`config.mk`:
```
export PLATFORM = sky130hd
export DESIGN_NAME = rect_pixel_collector
export DESIGN_NICKNAME = d
export VERILOG_FILES = /design/src/rtl/rect_pixel_collector.sv
export SDC_FILE = /design/constraint.sdc
export NUM_CORES = 1
export LEC_CHECK = 0
export CAP_MARGIN = 20
export CORE_MARGIN = 3
export CORE_UTILIZATION = 55
export CTS_BUF_LIST = sky130_fd_sc_hd__clkbuf_8
export CTS_CLUSTER_DIAMETER = 50
export DETAILED_ROUTE_END_ITERATION = 10
export PLACE_DENSITY_LB_ADDON = 0.12
export SLEW_MARGIN = 20
export SYNTH_ARGS = -nofsm -noshare
export SYNTH_HDL_FRONTEND = slang
export SYNTH_SLANG_ARGS = --single-unit
```
`constraint.sdc`:
```
create_clock -name i_clock -period 5.8 [get_ports i_clock]
set_clock_uncertainty 0.2 [all_clocks]
set_input_delay 0.58 -clock i_clock [delete_from_list [all_inputs] [get_ports i_clock]]
set_output_delay 0.58 -clock i_clock [all_outputs]
set_load 0.01 [all_outputs]
```
`src/rtl/rect_pixel_collector.sv`:
```
// rect_pixel_collector: sink for generator coordinate streams; rasterises (row, col) beats
// into a bit-packed framebuffer, keeps pixel/overlap/clip stats, then streams rows out.
// Latency: beat lands in the framebuffer on the accept edge, visible to the next beat.
// Backpressure: i_in_valid/o_in_ready on input and o_row_valid/i_row_ready on readout;
// readout outputs hold while i_row_ready is low.
//
// Optional feature macro: RECT_PIXEL_COLLECTOR_BBOX_EN (bounding-box tracking).
// Undefined: o_bb_* ports are tied to 0 and no bounding-box registers exist.
//
// Ports:
//   i_clock, i_reset_n            clock, async active-low reset
//   i_start                       one-cycle pulse: clear framebuffer, start collecting
//   i_in0/i_in1, i_in_valid,
//   o_in_ready, i_in_done         coordinate stream (row, column) and end-of-stream
//   o_row_data/o_row_idx,
//   o_row_valid, i_row_ready      framebuffer readout, one row per handshake
//   o_pixel_count, o_overlap_count,
//   o_clip_count                  statistics (wrap modulo 2^WIDTH)
//   o_bb_min0/1, o_bb_max0/1      bounding box of in-bounds beats
//   o_done                        readout finished
module rect_pixel_collector #(
  parameter int WIDTH = 32,
  parameter int FB_W  = 16,
  parameter int FB_H  = 16
) (
  input  logic             i_clock,
  input  logic             i_reset_n,
  input  logic             i_start,
  input  logic [WIDTH-1:0] i_in0,
  input  logic [WIDTH-1:0] i_in1,
  input  logic             i_in_valid,
  output logic             o_in_ready,
  input  logic             i_in_done,
  output logic [FB_W-1:0]  o_row_data,
  output logic [WIDTH-1:0] o_row_idx,
  output logic             o_row_valid,
  input  logic             i_row_ready,
  output logic [WIDTH-1:0] o_pixel_count,
  output logic [WIDTH-1:0] o_overlap_count,
  output logic [WIDTH-1:0] o_clip_count,
  output logic [WIDTH-1:0] o_bb_min0,
  output logic [WIDTH-1:0] o_bb_min1,
  output logic [WIDTH-1:0] o_bb_max0,
  output logic [WIDTH-1:0] o_bb_max1,
  output logic             o_done
);

  localparam int RW = (FB_H > 1) ? $clog2(FB_H) : 1;
  localparam int CW = (FB_W > 1) ? $clog2(FB_W) : 1;

  typedef enum logic [2:0] {
    S_IDLE,
    S_CLEAR,
    S_COLLECT,
    S_READOUT,
    S_DONE
  } state_t;

  state_t           r_state;
  logic [RW-1:0]    r_clr_idx;
  logic [WIDTH-1:0] r_row_idx;
  logic [FB_W-1:0]  r_row_data;
  logic             r_row_valid;
  logic             r_in_ready;
  logic             r_done;
  logic [WIDTH-1:0] r_pixel_count;
  logic [WIDTH-1:0] r_overlap_count;
  logic [WIDTH-1:0] r_clip_count;

  // Framebuffer is never reset; a CLEAR pass defines its contents.
  logic [FB_W-1:0]  r_fb [FB_H];

  logic             w_accept;
  logic             w_in_bounds;
  logic             w_set;
  logic             w_hit;
  logic [RW-1:0]    w_row;
  logic [CW-1:0]    w_col;
  logic [RW-1:0]    w_rd_row;
  logic [RW-1:0]    w_next_row;
  logic             w_last_row;

  // r_in_ready is only ever high in COLLECT, so it doubles as the state qualifier.
  assign w_accept    = r_in_ready & i_in_valid;
  assign w_in_bounds = (i_in0 < WIDTH'(FB_H)) && (i_in1 < WIDTH'(FB_W));
  assign w_set       = w_accept & w_in_bounds;
  assign w_row       = i_in0[RW-1:0];
  assign w_col       = i_in1[CW-1:0];
  // Reading the flop array directly gives read-after-write for back-to-back beats:
  // the previous beat's bit is already committed on this cycle.
  assign w_hit       = r_fb[w_row][w_col];
  assign w_rd_row    = r_row_idx[RW-1:0];
  assign w_next_row  = w_rd_row + RW'(1);
  assign w_last_row  = (r_row_idx == WIDTH'(FB_H - 1));

  always_ff @(posedge i_clock or negedge i_reset_n) begin
    if (!i_reset_n) begin
      r_state         <= S_IDLE;
      r_clr_idx       <= '0;
      r_row_idx       <= '0;
      r_row_data      <= '0;
      r_row_valid     <= 1'b0;
      r_in_ready      <= 1'b0;
      r_done          <= 1'b0;
      r_pixel_count   <= '0;
      r_overlap_count <= '0;
      r_clip_count    <= '0;
    end else if (i_start) begin
      r_state         <= S_CLEAR;
      r_clr_idx       <= '0;
      r_row_idx       <= '0;
      r_row_data      <= '0;
      r_row_valid     <= 1'b0;
      r_in_ready      <= 1'b0;
      r_done          <= 1'b0;
      r_pixel_count   <= '0;
      r_overlap_count <= '0;
      r_clip_count    <= '0;
    end else begin
      case (r_state)
        S_IDLE: ;
        S_CLEAR: begin
          if (r_clr_idx == RW'(FB_H - 1)) begin
            r_state    <= S_COLLECT;
            r_in_ready <= 1'b1;
          end else begin
            r_clr_idx <= r_clr_idx + RW'(1);
          end
        end
        S_COLLECT: begin
          if (w_accept) begin
            if (w_in_bounds) begin
              r_pixel_count <= r_pixel_count + WIDTH'(1);
              if (w_hit) r_overlap_count <= r_overlap_count + WIDTH'(1);
            end else begin
              r_clip_count <= r_clip_count + WIDTH'(1);
            end
          end
          if (i_in_done) begin
            r_state     <= S_READOUT;
            r_in_ready  <= 1'b0;
            r_row_idx   <= '0;
            r_row_valid <= 1'b0;
          end
        end
        S_READOUT: begin
          // First READOUT cycle loads row 0 so a beat accepted alongside
          // i_in_done is already in the framebuffer.
          if (!r_row_valid) begin
            r_row_valid <= 1'b1;
            r_row_data  <= r_fb[w_rd_row];
          end else if (i_row_ready) begin
            if (w_last_row) begin
              r_state     <= S_DONE;
              r_row_valid <= 1'b0;
              r_done      <= 1'b1;
            end else begin
              r_row_idx  <= r_row_idx + WIDTH'(1);
              r_row_data <= r_fb[w_next_row];
            end
          end
        end
        S_DONE: ;
        default: r_state <= S_IDLE;
      endcase
    end
  end

  always_ff @(posedge i_clock) begin
    if (!i_start) begin
      if (r_state == S_CLEAR) begin
        r_fb[r_clr_idx] <= '0;
      end else if (w_set) begin
        r_fb[w_row][w_col] <= 1'b1;
      end
    end
  end

`ifdef RECT_PIXEL_COLLECTOR_BBOX_EN
  logic [WIDTH-1:0] r_bb_min0;
  logic [WIDTH-1:0] r_bb_min1;
  logic [WIDTH-1:0] r_bb_max0;
  logic [WIDTH-1:0] r_bb_max1;

  // min all ones / max zero encodes an empty box.
  always_ff @(posedge i_clock or negedge i_reset_n) begin
    if (!i_reset_n) begin
      r_bb_min0 <= '1;
      r_bb_min1 <= '1;
      r_bb_max0 <= '0;
      r_bb_max1 <= '0;
    end else if (i_start) begin
      r_bb_min0 <= '1;
      r_bb_min1 <= '1;
      r_bb_max0 <= '0;
      r_bb_max1 <= '0;
    end else if (w_set) begin
      if (i_in0 < r_bb_min0) r_bb_min0 <= i_in0;
      if (i_in1 < r_bb_min1) r_bb_min1 <= i_in1;
      if (i_in0 > r_bb_max0) r_bb_max0 <= i_in0;
      if (i_in1 > r_bb_max1) r_bb_max1 <= i_in1;
    end
  end

  assign o_bb_min0 = r_bb_min0;
  assign o_bb_min1 = r_bb_min1;
  assign o_bb_max0 = r_bb_max0;
  assign o_bb_max1 = r_bb_max1;
`else
  assign o_bb_min0 = '0;
  assign o_bb_min1 = '0;
  assign o_bb_max0 = '0;
  assign o_bb_max1 = '0;
`endif

  assign o_in_ready      = r_in_ready;
  assign o_row_data      = r_row_data;
  assign o_row_idx       = r_row_idx;
  assign o_row_valid     = r_row_valid;
  assign o_pixel_count   = r_pixel_count;
  assign o_overlap_count = r_overlap_count;
  assign o_clip_count    = r_clip_count;
  assign o_done          = r_done;

endmodule

```
==> parameters.txt, run 1 <==
Parameter                              Value

Pwr
  Power consumption    between 6000 and 7000 uW
  Pwr dens    ~240 nW/um^2
  Static power due to leakage    around 0.0094 uW
  Max rail drop VDD    0.193 mV

STA
  Unrepaired setup endpoints after global routing    no
  Period minus WS final    approximately 4.3 ns
  Final setup fails    0
  Slew at the pin with the worst max-slew slack    about 1.1 ns
  Max-slew violation count    0
  Achievable frequency    230 MHz
  Ratio of final minimum period to clock period    75.0%
  Final setup TNS    0 ns
  Worst slew margin    between 20% and 30%
  Final hold violation count    0

Setup path
  Type of the worst setup path    in -> reg
  Required time at the worst-slack endpoint    between 5 and 6 ns
  Worst Setup Start Kind    primary input
  Arrival time worst endpoint    4.48 ns
  Endpoint class of the critical path    flop
  Critical path peak fanout    17

Floorplan
  Core Box Area    between 40,000 and 50,000 um^2
  Chip width    217 um
  Die area    about 47,000 um^2
  Row cnt    76
  Total I/O pin count    345
  Initial standard-cell utilization of the core    56.3%
  Die Height    between 200 and 250 um

Clock network
  Number of setup buffers added after CTS    0
  CTS tree    done
  Hold-fix buffers at CTS    1
  CTS Sinks    410
  Worst-path clk slew    0.06 ns
  Cts bufs inserted    between 70 and 80
  Clock insertion delay at the later pin of the skew report    around 0.63 ns
  Clk root buf    clkbuf_8
  Max Root-Sink Buffers    3
  Post_cts resized    0
  H-tree depth    3

Placement
  Number of port buffers    216
  Placer Congestion    slightly below 0.9
  HPWL reported at the end of detailed placement    around 46,000 um
  Instance area after placement    around 27,000 um^2
  Number of cells after detailed placement    around 2,700

Logic synthesis
  Syn avg cell area    approximately 12 um^2
  Post-synth EDFFs    around 260
  Post-synthesis share of cell area spent on and, or, nand and nor gates    14.9%
  Top-area cell type share of the netlist area    approximately a third
  Primary FF master, synth    edfxtp_1
  Cell variety after synth    slightly below 80
  Leading area contributor after synthesis    edfxtp_1
  Mux share of post-synthesis cell area    22.0%
  Summed instance area of the synthesized netlist    around 25,000 um^2
  Dominant combinational cell family by area after synthesis    multiplexers
  Top post-synthesis cells by count    374 x nor2_1, 256 x edfxtp_1, 196 x mux4_2
  Post-synthesis share of cell area spent on full adders, half adders and majority gates    less than 1%
  Compound-gate portion of the synthesized area    approximately 5.2%
  Yosys Warn Count    0
  Async S/R FF share, synth    37.6%
  Number of register bits inferred by synthesis    410
  Post-Synth XOR/XNOR Area    just under 3%
  Cell types occupying the most area after synthesis    edfxtp_1 31%, mux4_2 18%, dfrtp_1 16%
  Most frequent cell after synthesis    nor2_1
  Number of instances in the synthesized netlist    around 2,000
  Proportion of synthesized chip area in sequential cells    47.1%

Global routing
  Pin count of the biggest net entering global routing    141
  Number of global-route vias before repair    17,191
  Total global routing track utilization    between 20 and 30%
  Number of antenna violations at the first check in global routing    2
  Global route total overflow    0
  Global-route wire length before repair    around 100,000 um

Final layout
  Finished Layout Cells    between 2,000 and 3,000
  Syn-to-layout area delta    14.7%
  Number of nets in the layout    ~2,300
  Area of all placed cells without fillers    28,100 um^2
  Fraction of the core area covered by cells at the end of the flow    between 60 and 70%
  Share of cells above drive strength 1    a little under a fifth

Routing
  DRC    0
  Post-detailed-route via-to-cell ratio    approximately 6.1
  Routed Antenna Nets    0
  DR pass1 iterations    6
  Total length of routed wires    between 60,000 and 70,000 um
  Per-cell routed wire length    between 20 and 25 um
  Total number of vias    17,660
  DRT iter0 DRCs    roughly 1,900

Run status
  Outcome    finished, final reports clean

Min path
  Path type of the worst min-delay path    in -> reg

Flow run
  Max-capacitance violation count    0
kinds of logic after synthesis:
group | after synthesis
adder cells (fa/ha/maj) | 5
other | 1
XOR/XNOR | 83
AO/OA/AOI/OAI | 190
buffers and inverters | 303
AND/OR/NAND/NOR | 754
multiplexers | 285
flip-flops | 410
final cells by class:
class,instances,area (um^2)
fill,3478,15400
clock inverter,43,234
multi-input combinational,1445,11700
timing repair buffer,273,2630
clock buffer,87,1200
antenna,1,2.50
sequential,410,11500
tap,585,732
inverter,29,111
metrics by stage:
| stage | setup WS (ns) | hold slack (ns) |
|---|---|---|
| final | 1.45 | 0.205 |
| after global routing | 1.26 | 0.180 |
| after CTS | 1.49 | 0.152 |
| after detailed placement | 0.837 | 0.265 |
| after global placement | 0.922 | 0.262 |
| after floorplan | 0.964 | 0.0844 |
registers in the layout (all words and copies together), names as in the netlist:
register,flops
o_clip_count,32
o_done,1
o_in_ready,1
o_overlap_count,32
o_pixel_count,32
o_row_data,16
o_row_idx,32
o_row_valid,1
r_clr_idx,4
r_fb,256
r_state,3
power by group:
group	internal (uW)	switching [uW]	leakage, uW	total (uW)
registers	3160	60.1	0.00403	3220
clock network	1450	1210	0.000833	2660
logic	365	601	0.00456	965
routing by layer:
metal	part of all wire, %	up-vias	track usage, %
met5	0	-	0
met3	9.7	160	6.88
met1	39	8885	37.6
li1	-	7722	-
met2	49	893	46.7
met4	3.2	0	10.0
worst max-delay path: stages:
cell and delay, ns:
clkdlybuf4s50_1 0.45, nor4_1 0.32, nand4_1 0.26, or4_1 0.64, or4_1 0.53, buf_4 0.24, inv_4 0.11, nor3_1 0.04
a31oi_1 0.26, or2_1 0.92, nor2_1 0.11
path summary, 6_finish.rpt:
check | from | depth (start not counted) | slack, ns | endpoint
worst max register to register | o_row_idx[1] | 8 | 1.99 | o_row_data[14]
min in group asynchronous | i_reset_n | 2 | 0.39 | o_overlap_count[12]
max in group asynchronous | i_reset_n | 3 | 3.61 | o_clip_count[1]
worst max-delay path | i_in0[30] | 11 | 1.45 | r_fb[3][1]
worst min-delay path | i_start | 2 | 0.21 | o_pixel_count[11]
worst min register to register | o_row_data[5] | 2 | 0.27 | o_row_data[5]
cell usage in the layout, fill, tap and decap left out, drive strengths merged, types with 17 or more instances in the layout:
cell	count
nor3	25
clkbuf	87
clkdlybuf4s50	211
o21ai	48
conb	128
o31ai	20
and3	17
edfxtp	256
or3	23
inv	53
nor4	34
buf	61
or2	21
nor2	398
dfrtp	154
mux4	201
nand3	53
xnor2	36
nand4	28
a21oi	51
nand2	91
mux2i	71
nor2b	27
xor2	47
Power figures use the tool's default switching activity.
==> run 2: changes to the inputs <==
- clock period: 5.8 -> 4.4 ns (I/O delays scaled with it)
==> parameters.txt, run 2 (synthesized netlist as in run 1, its figures left out) <==
Parameter                              Value

Setup path
  Depth of the most critical reg-to-reg path    9 (+1)
  Type of the worst setup path    in -> reg
  Largest stage delay on the critical path    0.65 ns (-0.27 ns)
  Start of the worst register-to-register path    r_fb[5][11]
  Crit Reg-Reg Endpoint    o_overlap_count[0]
  Required time at the worst-slack endpoint    4.52 ns (-1.41 ns)
  Worst setup slack for register-to-register paths    0.62 ns (-1.37 ns)
  Endpoint class of the critical path    flop
  Arrival time worst endpoint    4.14 ns (-0.34 ns)
  Worst Setup Start Kind    primary input
  Cells along the critical path    clkdlybuf4s50_1 -> nor4_1 -> nand4_1 -> or4_1 -> or4_1 -> buf_12 -> nor3b_2 -> a31oi_1 -> or2_1 -> buf_12 -> nor2_1
  Slowest-stage cell, CP    or4_1
  Critical path peak fanout    17 (unchanged)

Global routing
  Global route total overflow    0 (unchanged)
  Pin count of the biggest net entering global routing    139 (-1.4%)
  Global-route wire length before repair    107,000 um (+3.6%)
  Total global routing track utilization    29.6% (+1.1 points)
  Number of global-route vias before repair    17,856 (+3.9%)
  Number of antenna violations at the first check in global routing    1 (-1)

STA
  Smallest setup slack after layout    0.374 ns (-1.08 ns)
  Final setup TNS    0 ns (unchanged)
  Ratio of final minimum period to clock period    91.5%
  Period minus WS final    slightly above 4 ns
  Worst slack on hold paths    0.199 ns (-0.00672 ns)
  Achievable frequency    between 200 and 250 MHz
  Final hold violation count    0 (unchanged)
  Final setup fails    0 (unchanged)
  Max-slew violation count    0 (unchanged)
  Slew at the pin with the worst max-slew slack    1.00 ns (-0.142 ns)
  Unrepaired setup endpoints after global routing    no
  Worst slew margin    33.1% (+9.4 points)

Clock network
  CTS tree    done
  Cts bufs inserted    71 (-1.4%)
  Number of setup buffers added after CTS    0 (unchanged)
  Hold-fix buffers at CTS    2 (+1)
  Worst-path clk slew    0.06 ns (about the same)
  Clk root buf    clkbuf_8
  H-tree depth    3 (unchanged)
  Max Root-Sink Buffers    3 (unchanged)
  Clock insertion delay at the later pin of the skew report    0.66 ns (+0.03 ns)
  Post_cts resized    0 (unchanged)
  CTS Sinks    410 (unchanged)

Pwr
  Max rail drop VDD    0.278 mV (+44%)
  Static power due to leakage    0.00968 uW (+2.7%)
  Pwr dens    309 nW/um^2 (+27%)

Floorplan
  Initial standard-cell utilization of the core    56.3% (unchanged)
  Chip width    217 um (unchanged)
  Core Box Area    43,600 um^2 (unchanged)
  Row cnt    76 (unchanged)
  Total I/O pin count    345 (unchanged)
  Die area    47,200 um^2 (unchanged)
  Die Height    217 um (unchanged)

Final layout
  Number of nets in the layout    2,351 (+2.0%)
  Fraction of the core area covered by cells at the end of the flow    65.6% (+1.1 points)
  Syn-to-layout area delta    16.6%
  Ant. Diodes    0 (-1)
  Finished Layout Cells    2,910 (+1.3%)
  Number of flip-flops under the largest register name    256 (unchanged)
  Register bank with the most flops    r_fb
  Share of cells above drive strength 1    20.0% (+0.98 points)
  Highest-count cells in the layout ignoring fill and taps    374 x nor2_1, 256 x edfxtp_1, 211 x clkdlybuf4s50_1
  Most common cell after layout, fill and taps aside    nor2_1

Placement
  Number of cells after detailed placement    2,786 (+1.7%)
  Place WS    -0.252 ns (-1.09 ns)
  Placer Congestion    0.887 (-0.14%)
  Number of port buffers    216 (unchanged)
  HPWL reported at the end of detailed placement    48,200 um (+4.9%)

Routing
  DR pass1 iterations    6 (unchanged)
  Post-detailed-route via-to-cell ratio    6.22 (+1.2%)
  DRC    0 (unchanged)
  Total number of vias    18,106 (+2.5%)
  Routed Antenna Nets    0 (unchanged)
  Total length of routed wires    70,500 um (+2.2%)
  Per-cell routed wire length    24.2 um (+0.89%)
  DRT iter0 DRCs    2,237 (+18%)

Min path
  Path type of the worst min-delay path    in -> async

Flow run
  Max-capacitance violation count    0 (unchanged)

Run status
  Outcome    finished, final reports clean
run 2: cell types whose count changed in the layout (fill, tap and decap cells not counted), sizes merged:
| cell | before | now |
|---|---|---|
| buf | 61 | 106 |
| bufinv | 2 | 0 |
| clkbuf | 87 | 81 |
| clkinv | 15 | 16 |
| clkinvlp | 2 | 3 |
| diode | 1 | 0 |
| dlygate4sd3 | 1 | 2 |
| inv | 53 | 51 |
run 2: worst max-delay path: cells and delay by family:
kind	cells	cell delay, ns
buf+inv	3	0.85
compound gates	1	0.11
simple gates	7	2.72
run 2: report_power, final:
| group | internal [uW] | total, uW | leakage, uW | switching (uW) |
|---|---|---|---|---|
| combinational | 532 | 1320 | 0.00490 | 790 |
| clock | 1670 | 3250 | 0.000748 | 1580 |
| sequential | 4170 | 4250 | 0.00403 | 81.7 |
run 2: worst max path at each step:
stage | to | cells after the start | slack [ns] | from
2_1_floorplan | r_fb[15][7] | 11 | 0.30 | i_in0[15]
3_3_place_gp | r_fb[15][0] | 11 | -0.17 | i_in0[15]
3_5_place_dp | r_fb[14][0] | 11 | -0.25 | i_in0[15]
4_1_cts | r_fb[14][0] | 11 | 0.40 | i_in0[15]
5_1_grt | r_fb[14][0] | 11 | 0.38 | i_in0[15]
6_report | r_fb[14][0] | 11 | 0.37 | i_in0[15]
run 2: through the flow:
step                area [um^2]  power (uW)
floorplan                 25000        5150
global placement          27300        5610
detailed placement        27300        5640
CTS                       28600        8870
global route              28600        9170
finish                    28600        8820
run 2: cell type report:
class,count,area [um^2]
Fill cell,3355,15000
Multi-Input combinational cell,1445,11700
Sequential cell,410,11500
Timing Repair Buffer,319,3250
Clock buffer,81,1110
Tap cell,585,732
Clock inverter,41,179
Inverter,29,114
run 2: per-layer routing:
layer / GRT usage [%] / up-vias / share of wire [%]
li1: - / 7804 / -
met1: 38.6 / 9124 / 37
met2: 49.4 / 999 / 50
met4: 9.92 / 2 / 3.2
met3: 6.93 / 177 / 9.8
met5: 0 / - / 0.017
==> run 3: changes to the inputs <==
- CORE_MARGIN: 3 -> default
==> parameters.txt, run 3 (synthesized netlist as in run 1, its figures left out) <==
Parameter                              Value

Setup path
  Type of the worst setup path    reg -> reg
  Required time at the worst-slack endpoint    4.71 ns (+0.19 ns)
  Slowest-stage cell, CP    nor2_2
  Largest stage delay on the critical path    0.73 ns (+0.08 ns)
  Arrival time worst endpoint    4.04 ns (-0.10 ns)
  Cell family with the largest share of critical-path delay    simple AND/OR/NAND/NOR gates
  Critical path peak fanout    21 (+4)
  Crit path buf inv count    0 (-3)
  Worst Setup Start Kind    flop
  Cells along the critical path    mux4_1 -> mux4_2 -> nand3_1 -> o31ai_1 -> nor4_2 -> nor4_4 -> nor2_2 -> nor2_1 -> mux2_2
  Endpoint class of the critical path    flop

STA
  Slew at the pin with the worst max-slew slack    1.10 ns (+0.0987 ns)
  Final setup TNS    0 ns (unchanged)
  Final hold violation count    0 (unchanged)
  Unrepaired setup endpoints after global routing    no
  Max-slew violation count    0 (unchanged)
  Worst slew margin    26.1% (-6.9 points)
  Achievable frequency    268 MHz (+7.9%)
  Final setup fails    0 (unchanged)
  Ratio of final minimum period to clock period    84.8% (-6.7 points)
  Period minus WS final    3.73 ns (-0.294 ns)

Placement
  Placer Congestion    0.871 (-1.8%)
  HPWL reported at the end of detailed placement    45,400 um (-5.9%)
  Number of port buffers    216 (unchanged)
  Number of cells after detailed placement    2,793 (+0.25%)

Final layout
  Register bank with the most flops    r_fb
  Ant. Diodes    0 (unchanged)
  Finished Layout Cells    2,923 (+0.45%)
  Highest-count cells in the layout ignoring fill and taps    374 x nor2_1, 256 x edfxtp_1, 211 x clkdlybuf4s50_1
  Most common cell after layout, fill and taps aside    nor2_1
  Number of nets in the layout    2,353 (+0.085%)
  Number of filler cells placed in the layout    3,444 (+2.7%)
  Syn-to-layout area delta    17.2%
  Number of flip-flops under the largest register name    256 (unchanged)
  Share of cells above drive strength 1    20.3% (+0.25 points)

Routing
  Per-cell routed wire length    23.4 um (-3.4%)
  Routed Antenna Nets    0 (unchanged)
  Post-detailed-route via-to-cell ratio    6.13 (-1.5%)
  DRC    0 (unchanged)
  Total number of vias    17,911 (-1.1%)
  DR pass1 iterations    5 (-1)
  Total length of routed wires    68,300 um (-3.0%)
  DRT iter0 DRCs    1,843 (-18%)

Global routing
  Number of antenna violations at the first check in global routing    1 (unchanged)
  Number of global-route vias before repair    17,569 (-1.6%)
  Pin count of the biggest net entering global routing    133 (-4.3%)
  Total global routing track utilization    30.4% (+0.77 points)
  Global route total overflow    0 (unchanged)
  Global-route wire length before repair    103,000 um (-4.0%)

Clock network
  H-tree depth    3 (unchanged)
  Post_cts resized    0 (unchanged)
  CTS Sinks    410 (unchanged)
  Cts bufs inserted    74 (+4.2%)
  Max Root-Sink Buffers    3 (unchanged)
  CTS tree    done
  Worst-path clk slew    0.06 ns (about the same)
  Clk root buf    clkbuf_8
  Clock insertion delay at the later pin of the skew report    0.63 ns (-0.03 ns)

Min path
  Path type of the worst min-delay path    in -> reg

Floorplan
  Core Box Area    44,100 um^2 (+1.3%)
  Row cnt    77 (+1.3%)
  Chip width    213 um (-1.8%)
  Die area    45,400 um^2 (-3.7%)
  Initial standard-cell utilization of the core    55.6% (-0.73 points)
  Die Height    213 um (-1.8%)
  Total I/O pin count    345 (unchanged)

Flow run
  Max-capacitance violation count    0 (unchanged)

Pwr
  Static power due to leakage    0.00976 uW (+0.82%)
  Pwr dens    314 nW/um^2 (+1.7%)
  Max rail drop VDD    0.214 mV (-23%)

Run status
  Outcome    finished, final reports clean
[run 3: changes by cell type in the layout (fill, tap and decap cells not counted), sizes merged]
cell         previous run  this run
dlygate4sd3             2         1
bufinv                  0         2
clkbuf                 81        84
clkinvlp                3         1
clkinv                 16        20
[run 3: layer usage]
layer  vias up  routed length [um]  global-route usage (%)
met5         -                   0                       0
li1       7821                   -                       -
met2       964               33400                    50.2
met1      8950               25700                    38.8
met3       176                6610                    5.99
met4         0                2670                    14.0
[run 3: area by class of cell]
class / instances / area [um^2] / area share, %
tap: 592 / 741 / 2.58
clock buffer: 84 / 1160 / 4.02
timing repair buffer: 318 / 3300 / 11.5
sequential: 410 / 11500 / 40.2
multi-input combinational: 1445 / 11600 / 40.5
clock inverter: 45 / 239 / 0.832
inverter: 29 / 114 / 0.396
[run 3: path summary, 6_finish.rpt]
path                                       end  slack (ns)  depth (start not counted)     startpoint
max                         o_overlap_count[0]        0.67                          9   r_fb[14][11]
min                               r_clr_idx[3]        0.16                          2        i_start
max reg2reg                 o_overlap_count[0]        0.67                          9   r_fb[14][11]
min reg2reg                      o_row_data[9]        0.28                          2  o_row_data[9]
max in group asynchronous        o_row_idx[13]        2.85                          3      i_reset_n
min in group asynchronous  o_overlap_count[13]        0.26                          2      i_reset_n
[run 3: repair_timing]
| action | 4_1_cts | 5_1_grt |
|---|---|---|
| hold endpoints to repair | 85 | 0 |
| buffers inserted | 0 | 0 |
| hold buffers | 1 | 0 |
[run 3: power by group]
part | leakage (uW) | internal, uW | switching (uW)
combinational | 0.00491 | 549 | 800
sequential | 0.00403 | 4170 | 74.2
clock | 0.000814 | 1850 | 1580
[run 3: worst reg2reg max path: stages (launching register included)]
cell      delay (ns)
edfxtp_1        0.46
mux4_1          0.51
mux4_2          0.52
nand3_1         0.11
o31ai_1         0.08
nor4_2          0.34
nor4_4          0.13
nor2_2          0.74
nor2_1          0.20
mux2_2          0.32
[run 3: through the flow]
stage	hold WS [ns]	area, um^2	setup WS [ns]	util (%)	total power [uW]
after detailed placement	0.265	27300	0.138	61.9	5650
after floorplan	-0.0556	25000	0.297	-	5150
after CTS	0.119	28700	0.634	65.1	9090
final	0.157	28700	0.668	65.1	9020
after global routing	0.159	28700	0.471	65.1	9360
after global placement	0.265	27300	0.159	61.9	5630
